`config.mk`:
```
export PLATFORM = sky130hd
export DESIGN_NAME = cfi_mailbox
export DESIGN_NICKNAME = d
export VERILOG_FILES = /design/src/rtl/cfi_mailbox_pkg.sv /design/src/rtl/cfi_mailbox_regs.sv /design/src/rtl/cfi_mailbox.sv
export SDC_FILE = /design/constraint.sdc
export NUM_CORES = 1
export LEC_CHECK = 0
export BUFFER_PORTS_ARGS = -buffer_cell sky130_fd_sc_hd__buf_2
export CORE_AREA = 2 2 216 218
export CTS_CLUSTER_SIZE = 40
export DETAILED_ROUTE_END_ITERATION = 8
export DIE_AREA = 0 0 218 220
export PLACE_DENSITY = 0.69
export SYNTH_ARGS = -nofsm -noshare
export SYNTH_HDL_FRONTEND = slang
export SYNTH_SLANG_ARGS = --single-unit
```
`constraint.sdc`:
```
create_clock -name clk_i -period 3.25 [get_ports clk_i]
set_clock_uncertainty 0.05 [all_clocks]
set_input_delay 0.65 -clock clk_i [delete_from_list [all_inputs] [get_ports clk_i]]
set_output_delay 0.65 -clock clk_i [all_outputs]
set_load 0.1 [all_outputs]
```
`src/rtl/cfi_mailbox_pkg.sv`:
```
// cfi_mailbox_pkg: shared constants, FSM state types and decode helpers for the
// CFI mailbox. Optional feature macro: CFI_MAILBOX_STATS_EN (completion counter).
package cfi_mailbox_pkg;

  // Byte offsets inside the 64-byte mailbox window
  localparam logic [5:0] CFI_MBOX_DATA_OFF  = 6'h00;
  localparam logic [5:0] CFI_MBOX_DB_OFF    = 6'h20;
  localparam logic [5:0] CFI_MBOX_CPL_OFF   = 6'h28;
  localparam logic [5:0] CFI_MBOX_STATS_OFF = 6'h30;

  // 64-bit word indices derived from the byte offsets
  localparam logic [2:0] CFI_MBOX_DB_IDX    = 3'(CFI_MBOX_DB_OFF >> 3);
  localparam logic [2:0] CFI_MBOX_CPL_IDX   = 3'(CFI_MBOX_CPL_OFF >> 3);
  localparam logic [2:0] CFI_MBOX_STATS_IDX = 3'(CFI_MBOX_STATS_OFF >> 3);

  // AXI response codes
  localparam logic [1:0] CFI_MBOX_RESP_OKAY   = 2'b00;
  localparam logic [1:0] CFI_MBOX_RESP_SLVERR = 2'b10;
  localparam logic [1:0] CFI_MBOX_RESP_DECERR = 2'b11;

  typedef enum logic [1:0] {
    W_IDLE = 2'd0,
    W_DATA = 2'd1,
    W_RESP = 2'd2
  } cfi_mbox_wstate_e;

  typedef enum logic {
    R_IDLE = 1'b0,
    R_RESP = 1'b1
  } cfi_mbox_rstate_e;

  // True when a word index maps to an implemented register
  function automatic logic cfi_mbox_idx_valid(input logic [2:0] idx,
                                              input int unsigned nr_words);
    return (32'(idx) < nr_words) || (idx == CFI_MBOX_DB_IDX) ||
           (idx == CFI_MBOX_CPL_IDX) || (idx == CFI_MBOX_STATS_IDX);
  endfunction

  // Byte-lane merge of new write data into an old register value
  function automatic logic [63:0] cfi_mbox_merge(input logic [63:0] old_v,
                                                 input logic [63:0] new_v,
                                                 input logic [7:0]  strb);
    logic [63:0] v;
    v = old_v;
    for (int b = 0; b < 8; b++) begin
      if (strb[b]) v[b*8 +: 8] = new_v[b*8 +: 8];
    end
    return v;
  endfunction

endpackage

```
`src/rtl/cfi_mailbox_regs.sv`:
```
// cfi_mailbox_regs: DATA words, doorbell-pending flag, completion flag and the
// optional completion counter (CFI_MAILBOX_STATS_EN). Arbitrates the AXI write
// beat against the RoT completion write; both are judged against the current
// pending flag, so a same-cycle doorbell sees pending=1 and is refused.
module cfi_mailbox_regs
  import cfi_mailbox_pkg::*;
#(
  parameter int unsigned NR_DATA_WORDS = 4
) (
  input  logic        clk_i,
  input  logic        rst_ni,
  // AXI write beat (already decoded to a valid single-beat write)
  input  logic        i_axi_we,
  input  logic [2:0]  i_axi_idx,
  input  logic [63:0] i_axi_wdata,
  input  logic [7:0]  i_axi_wstrb,
  output logic        o_axi_err,
  // RoT write
  input  logic        i_rot_we,
  input  logic [2:0]  i_rot_idx,
  input  logic        i_rot_wbit,
  // Read ports
  input  logic [2:0]  i_axi_rd_idx,
  output logic [63:0] o_axi_rd_data,
  input  logic [2:0]  i_rot_rd_idx,
  output logic [63:0] o_rot_rd_data,
  // Status
  output logic        o_db_pending,
  output logic        o_completion
);

  logic [63:0] r_data [NR_DATA_WORDS];
  logic        r_db_pending;
  logic        r_completion;
  logic [63:0] w_stats;
  logic        w_data_wr;
  logic        w_db_wr;
  logic        w_db_set;
  logic        w_rot_cpl;

  assign w_data_wr = i_axi_we && (32'(i_axi_idx) < NR_DATA_WORDS);
  assign w_db_wr   = i_axi_we && (i_axi_idx == CFI_MBOX_DB_IDX) && i_axi_wdata[0];
  assign o_axi_err = (w_data_wr || w_db_wr) && r_db_pending;
  assign w_db_set  = w_db_wr && !r_db_pending;
  assign w_rot_cpl = i_rot_we && (i_rot_idx == CFI_MBOX_CPL_IDX) && i_rot_wbit &&
                     r_db_pending;

  // DATA words: byte-masked update only while no log is pending
  always_ff @(posedge clk_i or negedge rst_ni) begin
    if (!rst_ni) begin
      for (int i = 0; i < NR_DATA_WORDS; i++) r_data[i] <= '0;
    end else begin
      for (int i = 0; i < NR_DATA_WORDS; i++) begin
        if (w_data_wr && !r_db_pending && (i_axi_idx == 3'(i))) begin
          r_data[i] <= cfi_mbox_merge(r_data[i], i_axi_wdata, i_axi_wstrb);
        end
      end
    end
  end

  // Doorbell/completion handshake flags
  always_ff @(posedge clk_i or negedge rst_ni) begin
    if (!rst_ni) begin
      r_db_pending <= 1'b0;
      r_completion <= 1'b0;
    end else if (w_rot_cpl) begin
      r_db_pending <= 1'b0;
      r_completion <= 1'b1;
    end else if (w_db_set) begin
      r_db_pending <= 1'b1;
      r_completion <= 1'b0;
    end
  end

`ifdef CFI_MAILBOX_STATS_EN
  logic [31:0] r_stats;

  // Completed-transfer counter, wraps naturally at 32 bits
  always_ff @(posedge clk_i or negedge rst_ni) begin
    if (!rst_ni) r_stats <= '0;
    else if (w_rot_cpl) r_stats <= r_stats + 32'd1;
  end

  assign w_stats = {32'b0, r_stats};
`else
  assign w_stats = 64'b0;
`endif

  // Shared read map; reserved indices read as zero
  function automatic logic [63:0] rd_word(input logic [2:0] idx);
    logic [63:0] v;
    v = '0;
    for (int i = 0; i < NR_DATA_WORDS; i++) begin
      if (idx == 3'(i)) v = r_data[i];
    end
    if (idx == CFI_MBOX_DB_IDX)    v = {63'b0, r_db_pending};
    if (idx == CFI_MBOX_CPL_IDX)   v = {63'b0, r_completion};
    if (idx == CFI_MBOX_STATS_IDX) v = w_stats;
    return v;
  endfunction

  assign o_axi_rd_data = rd_word(i_axi_rd_idx);
  assign o_rot_rd_data = rd_word(i_rot_rd_idx);
  assign o_db_pending  = r_db_pending;
  assign o_completion  = r_completion;

endmodule

```
`src/rtl/cfi_mailbox.sv`:
```
// cfi_mailbox: AXI4 slave mailbox terminating the CFI stage log port, with a
// RoT register port and doorbell/completion interrupts. Independent write
// (W_IDLE/W_DATA/W_RESP) and read (R_IDLE/R_RESP) FSMs; state exposed on
// o_dbg_wstate / o_dbg_rstate. Optional macro: CFI_MAILBOX_STATS_EN.
// Handshakes: a channel transfer happens on a rising clock edge where both
// valid and ready are 1; valid, once raised by the mailbox, is held with stable
// payload until ready is seen.
module cfi_mailbox
  import cfi_mailbox_pkg::*;
#(
  parameter logic [63:0] MAILBOX_ADDR = 64'h1040_4000,
  parameter int unsigned XFER_SIZE    = 32,
  parameter int unsigned ARB_ID_WIDTH = 4
) (
  input  logic                    clk_i,
  input  logic                    rst_ni,
  // AXI write address
  input  logic [ARB_ID_WIDTH-1:0] axi_awid_i,
  input  logic [63:0]             axi_awaddr_i,
  input  logic [7:0]              axi_awlen_i,
  input  logic                    axi_awvalid_i,
  output logic                    axi_awready_o,
  // AXI write data
  input  logic [63:0]             axi_wdata_i,
  input  logic [7:0]              axi_wstrb_i,
  input  logic                    axi_wlast_i,
  input  logic                    axi_wvalid_i,
  output logic                    axi_wready_o,
  // AXI write response
  output logic [ARB_ID_WIDTH-1:0] axi_bid_o,
  output logic [1:0]              axi_bresp_o,
  output logic                    axi_bvalid_o,
  input  logic                    axi_bready_i,
  // AXI read address
  input  logic [ARB_ID_WIDTH-1:0] axi_arid_i,
  input  logic [63:0]             axi_araddr_i,
  input  logic [7:0]              axi_arlen_i,
  input  logic                    axi_arvalid_i,
  output logic                    axi_arready_o,
  // AXI read data
  output logic [ARB_ID_WIDTH-1:0] axi_rid_o,
  output logic [63:0]             axi_rdata_o,
  output logic [1:0]              axi_rresp_o,
  output logic                    axi_rlast_o,
  output logic                    axi_rvalid_o,
  input  logic                    axi_rready_i,
  // RoT register port
  input  logic                    rot_req_i,
  input  logic                    rot_we_i,
  input  logic [5:0]              rot_addr_i,
  input  logic [63:0]             rot_wdata_i,
  output logic [63:0]             rot_rdata_o,
  output logic                    rot_rvalid_o,
  // Interrupts
  output logic                    doorbell_irq_o,
  output logic                    completion_irq_o,
  // Debug
  output logic [1:0]              o_dbg_wstate,
  output logic                    o_dbg_rstate
);

  localparam int unsigned NR_DATA_WORDS = XFER_SIZE / 8;

  cfi_mbox_wstate_e        r_wstate, w_wstate_next;
  cfi_mbox_rstate_e        r_rstate, w_rstate_next;
  logic                    r_init;
  logic [ARB_ID_WIDTH-1:0] r_bid;
  logic [2:0]              r_awidx;
  logic [1:0]              r_bresp;
  logic [ARB_ID_WIDTH-1:0] r_rid;
  logic [63:0]             r_rdata;
  logic [1:0]              r_rresp;
  logic [7:0]              r_rbeats;
  logic [63:0]             r_rot_rdata;
  logic                    r_rot_rvalid;

  logic [63:0] w_aw_off;
  logic [63:0] w_ar_off;
  logic        w_aw_hit;
  logic        w_ar_hit;
  logic        w_reg_we;
  logic        w_reg_err;
  logic [63:0] w_axi_rd_data;
  logic [63:0] w_rot_rd_data;
  logic        w_db_pending;
  logic        w_completion;
  logic        w_unused_ok;

  assign w_aw_off = axi_awaddr_i - MAILBOX_ADDR;
  assign w_ar_off = axi_araddr_i - MAILBOX_ADDR;
  assign w_aw_hit = (w_aw_off < 64'd64) && cfi_mbox_idx_valid(w_aw_off[5:3], NR_DATA_WORDS);
  assign w_ar_hit = (w_ar_off < 64'd64) && cfi_mbox_idx_valid(w_ar_off[5:3], NR_DATA_WORDS);
  assign w_unused_ok = ^{w_aw_off[2:0], w_ar_off[2:0], rot_addr_i[2:0], rot_wdata_i[63:1]};

  // Ready outputs stay low until the first clock after reset release
  always_ff @(posedge clk_i or negedge rst_ni) begin
    if (!rst_ni) r_init <= 1'b0;
    else         r_init <= 1'b1;
  end

  // Write and read FSM state registers
  always_ff @(posedge clk_i or negedge rst_ni) begin
    if (!rst_ni) begin
      r_wstate <= W_IDLE;
      r_rstate <= R_IDLE;
    end else begin
      r_wstate <= w_wstate_next;
      r_rstate <= w_rstate_next;
    end
  end

  // Write FSM next state and channel outputs
  always_comb begin
    w_wstate_next = r_wstate;
    axi_awready_o = 1'b0;
    axi_wready_o  = 1'b0;
    axi_bvalid_o  = 1'b0;
    w_reg_we      = 1'b0;
    case (r_wstate)
      W_IDLE: begin
        axi_awready_o = r_init;
        if (r_init && axi_awvalid_i) w_wstate_next = W_DATA;
      end
      W_DATA: begin
        axi_wready_o = 1'b1;
        if (axi_wvalid_i && axi_wlast_i) begin
          w_reg_we      = (r_bresp == CFI_MBOX_RESP_OKAY);
          w_wstate_next = W_RESP;
        end
      end
      W_RESP: begin
        axi_bvalid_o = 1'b1;
        if (axi_bready_i) w_wstate_next = W_IDLE;
      end
      default: w_wstate_next = W_IDLE;
    endcase
  end

  // Write transaction context: id, target word and response code
  always_ff @(posedge clk_i or negedge rst_ni) begin
    if (!rst_ni) begin
      r_bid   <= '0;
      r_awidx <= '0;
      r_bresp <= CFI_MBOX_RESP_OKAY;
    end else if (axi_awready_o && axi_awvalid_i) begin
      r_bid   <= axi_awid_i;
      r_awidx <= w_aw_off[5:3];
      if (!w_aw_hit)              r_bresp <= CFI_MBOX_RESP_DECERR;
      else if (axi_awlen_i != '0) r_bresp <= CFI_MBOX_RESP_SLVERR;
      else                        r_bresp <= CFI_MBOX_RESP_OKAY;
    end else if (w_reg_we && w_reg_err) begin
      r_bresp <= CFI_MBOX_RESP_SLVERR;
    end
  end

  assign axi_bid_o   = r_bid;
  assign axi_bresp_o = r_bresp;

  // Read FSM next state and channel outputs
  always_comb begin
    w_rstate_next = r_rstate;
    axi_arready_o = 1'b0;
    axi_rvalid_o  = 1'b0;
    axi_rlast_o   = 1'b0;
    case (r_rstate)
      R_IDLE: begin
        axi_arready_o = r_init;
        if (r_init && axi_arvalid_i) w_rstate_next = R_RESP;
      end
      R_RESP: begin
        axi_rvalid_o = 1'b1;
        axi_rlast_o  = (r_rbeats == '0);
        if (axi_rready_i && (r_rbeats == '0)) w_rstate_next = R_IDLE;
      end
      default: w_rstate_next = R_IDLE;
    endcase
  end

  // Read response capture and burst beat countdown
  always_ff @(posedge clk_i or negedge rst_ni) begin
    if (!rst_ni) begin
      r_rid    <= '0;
      r_rdata  <= '0;
      r_rresp  <= CFI_MBOX_RESP_OKAY;
      r_rbeats <= '0;
    end else if (axi_arready_o && axi_arvalid_i) begin
      r_rid    <= axi_arid_i;
      r_rbeats <= axi_arlen_i;
      if (!w_ar_hit) begin
        r_rresp <= CFI_MBOX_RESP_DECERR;
        r_rdata <= '0;
      end else if (axi_arlen_i != '0) begin
        r_rresp <= CFI_MBOX_RESP_SLVERR;
        r_rdata <= '0;
      end else begin
        r_rresp <= CFI_MBOX_RESP_OKAY;
        r_rdata <= w_axi_rd_data;
      end
    end else if (axi_rvalid_o && axi_rready_i && (r_rbeats != '0)) begin
      r_rbeats <= r_rbeats - 8'd1;
    end
  end

  assign axi_rid_o   = r_rid;
  assign axi_rdata_o = r_rdata;
  assign axi_rresp_o = r_rresp;

  // RoT read data returned one cycle after the request
  always_ff @(posedge clk_i or negedge rst_ni) begin
    if (!rst_ni) begin
      r_rot_rvalid <= 1'b0;
      r_rot_rdata  <= '0;
    end else begin
      r_rot_rvalid <= rot_req_i && !rot_we_i;
      if (rot_req_i && !rot_we_i) r_rot_rdata <= w_rot_rd_data;
    end
  end

  assign rot_rvalid_o     = r_rot_rvalid;
  assign rot_rdata_o      = r_rot_rdata;
  assign doorbell_irq_o   = w_db_pending;
  assign completion_irq_o = w_completion;
  assign o_dbg_wstate     = r_wstate;
  assign o_dbg_rstate     = r_rstate;

  cfi_mailbox_regs #(
    .NR_DATA_WORDS (NR_DATA_WORDS)
  ) u_regs (
    .clk_i         (clk_i),
    .rst_ni        (rst_ni),
    .i_axi_we      (w_reg_we),
    .i_axi_idx     (r_awidx),
    .i_axi_wdata   (axi_wdata_i),
    .i_axi_wstrb   (axi_wstrb_i),
    .o_axi_err     (w_reg_err),
    .i_rot_we      (rot_req_i && rot_we_i),
    .i_rot_idx     (rot_addr_i[5:3]),
    .i_rot_wbit    (rot_wdata_i[0]),
    .i_axi_rd_idx  (w_ar_off[5:3]),
    .o_axi_rd_data (w_axi_rd_data),
    .i_rot_rd_idx  (rot_addr_i[5:3]),
    .o_rot_rd_data (w_rot_rd_data),
    .o_db_pending  (w_db_pending),
    .o_completion  (w_completion)
  );

endmodule

```
==> metrics.txt <==
Port Buf Inserts=383; die height=220 um; number of enable-type register cells in the synthesized netlist=0; critical-path cell list=buf_2 -> or4_1 -> nor3_1 -> nand4_1 -> or3_1 -> o31ai_1 -> nor4bb_1 -> buf_4 -> nand3_4 -> buf_4 -> o21ai_2; post-placement setup slack=-0.303 ns; fraction of layout cells with a size suffix above 1=39.3%; maximum level of the CTS H-tree=2; Final Net Count=2566; initial antenna violation count=9; count of pins over their slew limit=0; number of maximum-capacitance violations=0; initial core utilization=44.2%; distinct cell type count of the synthesized netlist=66; Flop pwr share=41.5%; internal portion of total power=9.18 mW; maximum resistive drop on vdd=0.977 mV; most common library cell in the layout ignoring fill and taps=sky130_fd_sc_hd__dfrtp_1; I/O Pins=456; total clock buffers created by CTS=46; clock tree from TritonCTS=yes; via count=16900; Synth Net Count=2141; maximum net fanout on the critical path=21; placed instance area=23400 um^2; placer's final routability congestion estimate=0.924; outcome=finished, final reports clean; Hold Slack=0.0276 ns; gate count after technology mapping=1836; delay of the slowest critical-path stage=0.58 ns; most frequent cell on the critical path=sky130_fd_sc_hd__buf_4; global-route wire length before repair=100000 um; Pre-Repair DR Iteration Count=5; quantity of hold-fixing buffers added after cts=0; static leakage=12.2 nW; RSZ-0062 raised after global routing=false; part of the total power dissipated in the clock network=39.7%; DR DRC count=0; clock latency on the worst-skew pair=0.57 ns; design area=25000 um^2; worst slew margin relative to its limit=29.8%; number of synthesized register bits=414; end-of-flow core utilization=54.5%; aggregate routed wire length=65700 um; maximum operating frequency=329 MHz; via density per instance=5.82; FF-to-FF Start=o_dbg_wstate[1]; commonest cells after routing, fill and taps aside=sky130_fd_sc_hd__dfrtp_1, sky130_fd_sc_hd__buf_2, sky130_fd_sc_hd__mux2_2; Antenna Nets Post-Route=0; top flip-flop cell by instance count after synthesis=sky130_fd_sc_hd__dfrtp_1; power per cell area=540 nW/um^2; routed wire length per instance=22.6 um; critical path class=in -> reg; final period utilization=93.5%; Worst-Margin Slew=1.05 ns; Arrival @ worst endpoint=3.49 ns; classification of the worst-slack hold path=in -> async; Detailed Place HPWL=43900 um; Crit. End Element=flop; # Post-CTS Setup Buffers=0; overall power=13.5 mW; floorplan core area=45900 um^2; gr usage total=27.2%; die area=48000 um^2; mean instance size in the synthesized netlist=11.0 um^2; clock slew at the register clock pins of the worst setup and hold paths=0.06 ns; part of the Yosys area used for sequential elements=51.1%; Critical Path Start Type=input pin; required time of the critical path=3.70 ns; count of synthesis-stage warnings from yosys=0; final critical path time including I/O delays and setup=3.04 ns; switching part of the total power=32.0%; area growth from synthesis to final layout=23.3%; net switching power figure=4.32 mW; clock root buffer=sky130_fd_sc_hd__clkbuf_16; Final WS setup=0.210 ns; final-report hold violation count=0; via count of the first global-routing pass=17200; worst-case clock buffer depth=3; count of final setup violators=0; pin count of the biggest net entering global routing=91; proportion of synthesized flip-flops having asynchronous set or reset=100%; post-CTS sizing=0; slowest cell on the critical path=sky130_fd_sc_hd__or4_1; number of sinks on the clock net=414; Die Wd=218 um; cell area after synthesis=20300 um^2; residual overflow from global routing=0; startpoint of the most critical setup path=axi_araddr_i[48]; number of rows created at floorplan=79; Comb pwr share=18.9%; 1st-iter DRT viols=1102
[critical path, delay by kind of cell]
kind / cells / cell delay, ns
simple gates: 6 / 1.82
compound gates: 2 / 0.39
buf+inv: 3 / 0.57
[layout make-up]
cell class | instances | area, um^2
Sequential cell | 414 | 10400
Timing Repair Buffer | 480 | 2760
Inverter | 14 | 52.6
Tap cell | 607 | 759
Clock buffer | 70 | 1400
Clock inverter | 12 | 154
Fill cell | 4059 | 20900
Antenna cell | 8 | 20.0
Multi-Input combinational cell | 1305 | 9500
[sequential cells by signal, summed over array words and instances, names as in the netlist, 2 cells and up]
| register | count |
|---|---|
| r_awidx | 3 |
| u_regs.r_data | 256 |
| axi_rid_o | 4 |
| o_dbg_wstate | 2 |
| axi_bresp_o | 2 |
| rot_rdata_o | 64 |
| axi_rresp_o | 2 |
| axi_rdata_o | 64 |
| r_rbeats | 8 |
| axi_bid_o | 4 |
[metal layers]
metal | share of wire (%) | GRT usage (%)
met1 | 43 | 36.3
met5 | 0.070 | 0
met2 | 47 | 44.5
met4 | 2.7 | 8.89
met3 | 7.3 | 5.66
[metrics by stage]
step	TNS, ns	std cells
3_5_place_dp	-16.07	2820
4_1_cts	0	2902
5_1_grt	0	2903
6_report	0	2910
2_1_floorplan	0	1836
3_3_place_gp	-15.30	2820
[cells in the mapped netlist, types with 3 or more instances]
master / instances / area [um^2]
sky130_fd_sc_hd__dfrtp_1: 414 / 10400
sky130_fd_sc_hd__mux2_2: 263 / 2960
sky130_fd_sc_hd__nand2_1: 195 / 732
sky130_fd_sc_hd__nor2_1: 142 / 533
sky130_fd_sc_hd__a21oi_1: 115 / 576
sky130_fd_sc_hd__o21ai_0: 89 / 445
sky130_fd_sc_hd__clkbuf_1: 83 / 312
sky130_fd_sc_hd__mux2i_1: 59 / 591
sky130_fd_sc_hd__nor2b_1: 56 / 350
sky130_fd_sc_hd__a211oi_1: 55 / 413
sky130_fd_sc_hd__o221ai_1: 53 / 464
sky130_fd_sc_hd__o21ai_2: 49 / 429
sky130_fd_sc_hd__nor4_1: 21 / 131
sky130_fd_sc_hd__mux4_2: 20 / 450
sky130_fd_sc_hd__nor3_1: 19 / 95.1
sky130_fd_sc_hd__nand3_1: 18 / 90.1
sky130_fd_sc_hd__nand2b_1: 15 / 93.8
sky130_fd_sc_hd__or4_1: 15 / 113
sky130_fd_sc_hd__inv_1: 14 / 52.6
sky130_fd_sc_hd__or3_1: 14 / 87.6
sky130_fd_sc_hd__nand4_1: 13 / 81.3
sky130_fd_sc_hd__buf_1: 12 / 45.0
sky130_fd_sc_hd__o31ai_1: 11 / 82.6
sky130_fd_sc_hd__a22o_1: 10 / 87.6
sky130_fd_sc_hd__buf_6: 7 / 78.8
sky130_fd_sc_hd__and3_1: 5 / 31.3
sky130_fd_sc_hd__and2_1: 4 / 25.0
sky130_fd_sc_hd__nor4b_1: 4 / 35.0
sky130_fd_sc_hd__o211ai_1: 4 / 30.0
sky130_fd_sc_hd__o21a_1: 3 / 22.5
sky130_fd_sc_hd__o22ai_1: 3 / 18.8
sky130_fd_sc_hd__o41ai_1: 3 / 26.3
sky130_fd_sc_hd__xnor2_1: 3 / 26.3
sky130_fd_sc_hd__xor2_1: 3 / 26.3
[power by group through the flow]
stage	sequential, mW	combinational, mW	clock [mW]
3_3_place_gp	5.68	2.52	0
5_1_grt	5.63	2.69	5.66
2_1_floorplan	6.67	0.735	0
3_5_place_dp	5.69	2.55	0
6_report	5.60	2.55	5.35
4_1_cts	5.60	2.56	5.45
[kinds of logic after synthesis]
kind of cell / synth area share [%]
compound gates: 13.8
xor+xnor: 0.259
fa+ha+maj: 0.0617
buf+inv: 2.44
flops: 51.1
mux: 19.7
other cells: 0.0185
simple gates: 12.6
[worst paths after layout]
path	to	slack, ns	depth (start not counted)
min in group clk_i	axi_rid_o[0]	0.22	3
worst max-delay path	axi_rdata_o[38]	0.21	11
worst min-delay path	rot_rdata_o[32]	0.03	1
max in group asynchronous	u_regs.r_data[143]	2.20	2
worst min register to register	axi_rdata_o[43]	0.42	2
worst max register to register	u_regs.r_data[5]	0.26	7
Power figures use the tool's default switching activity.
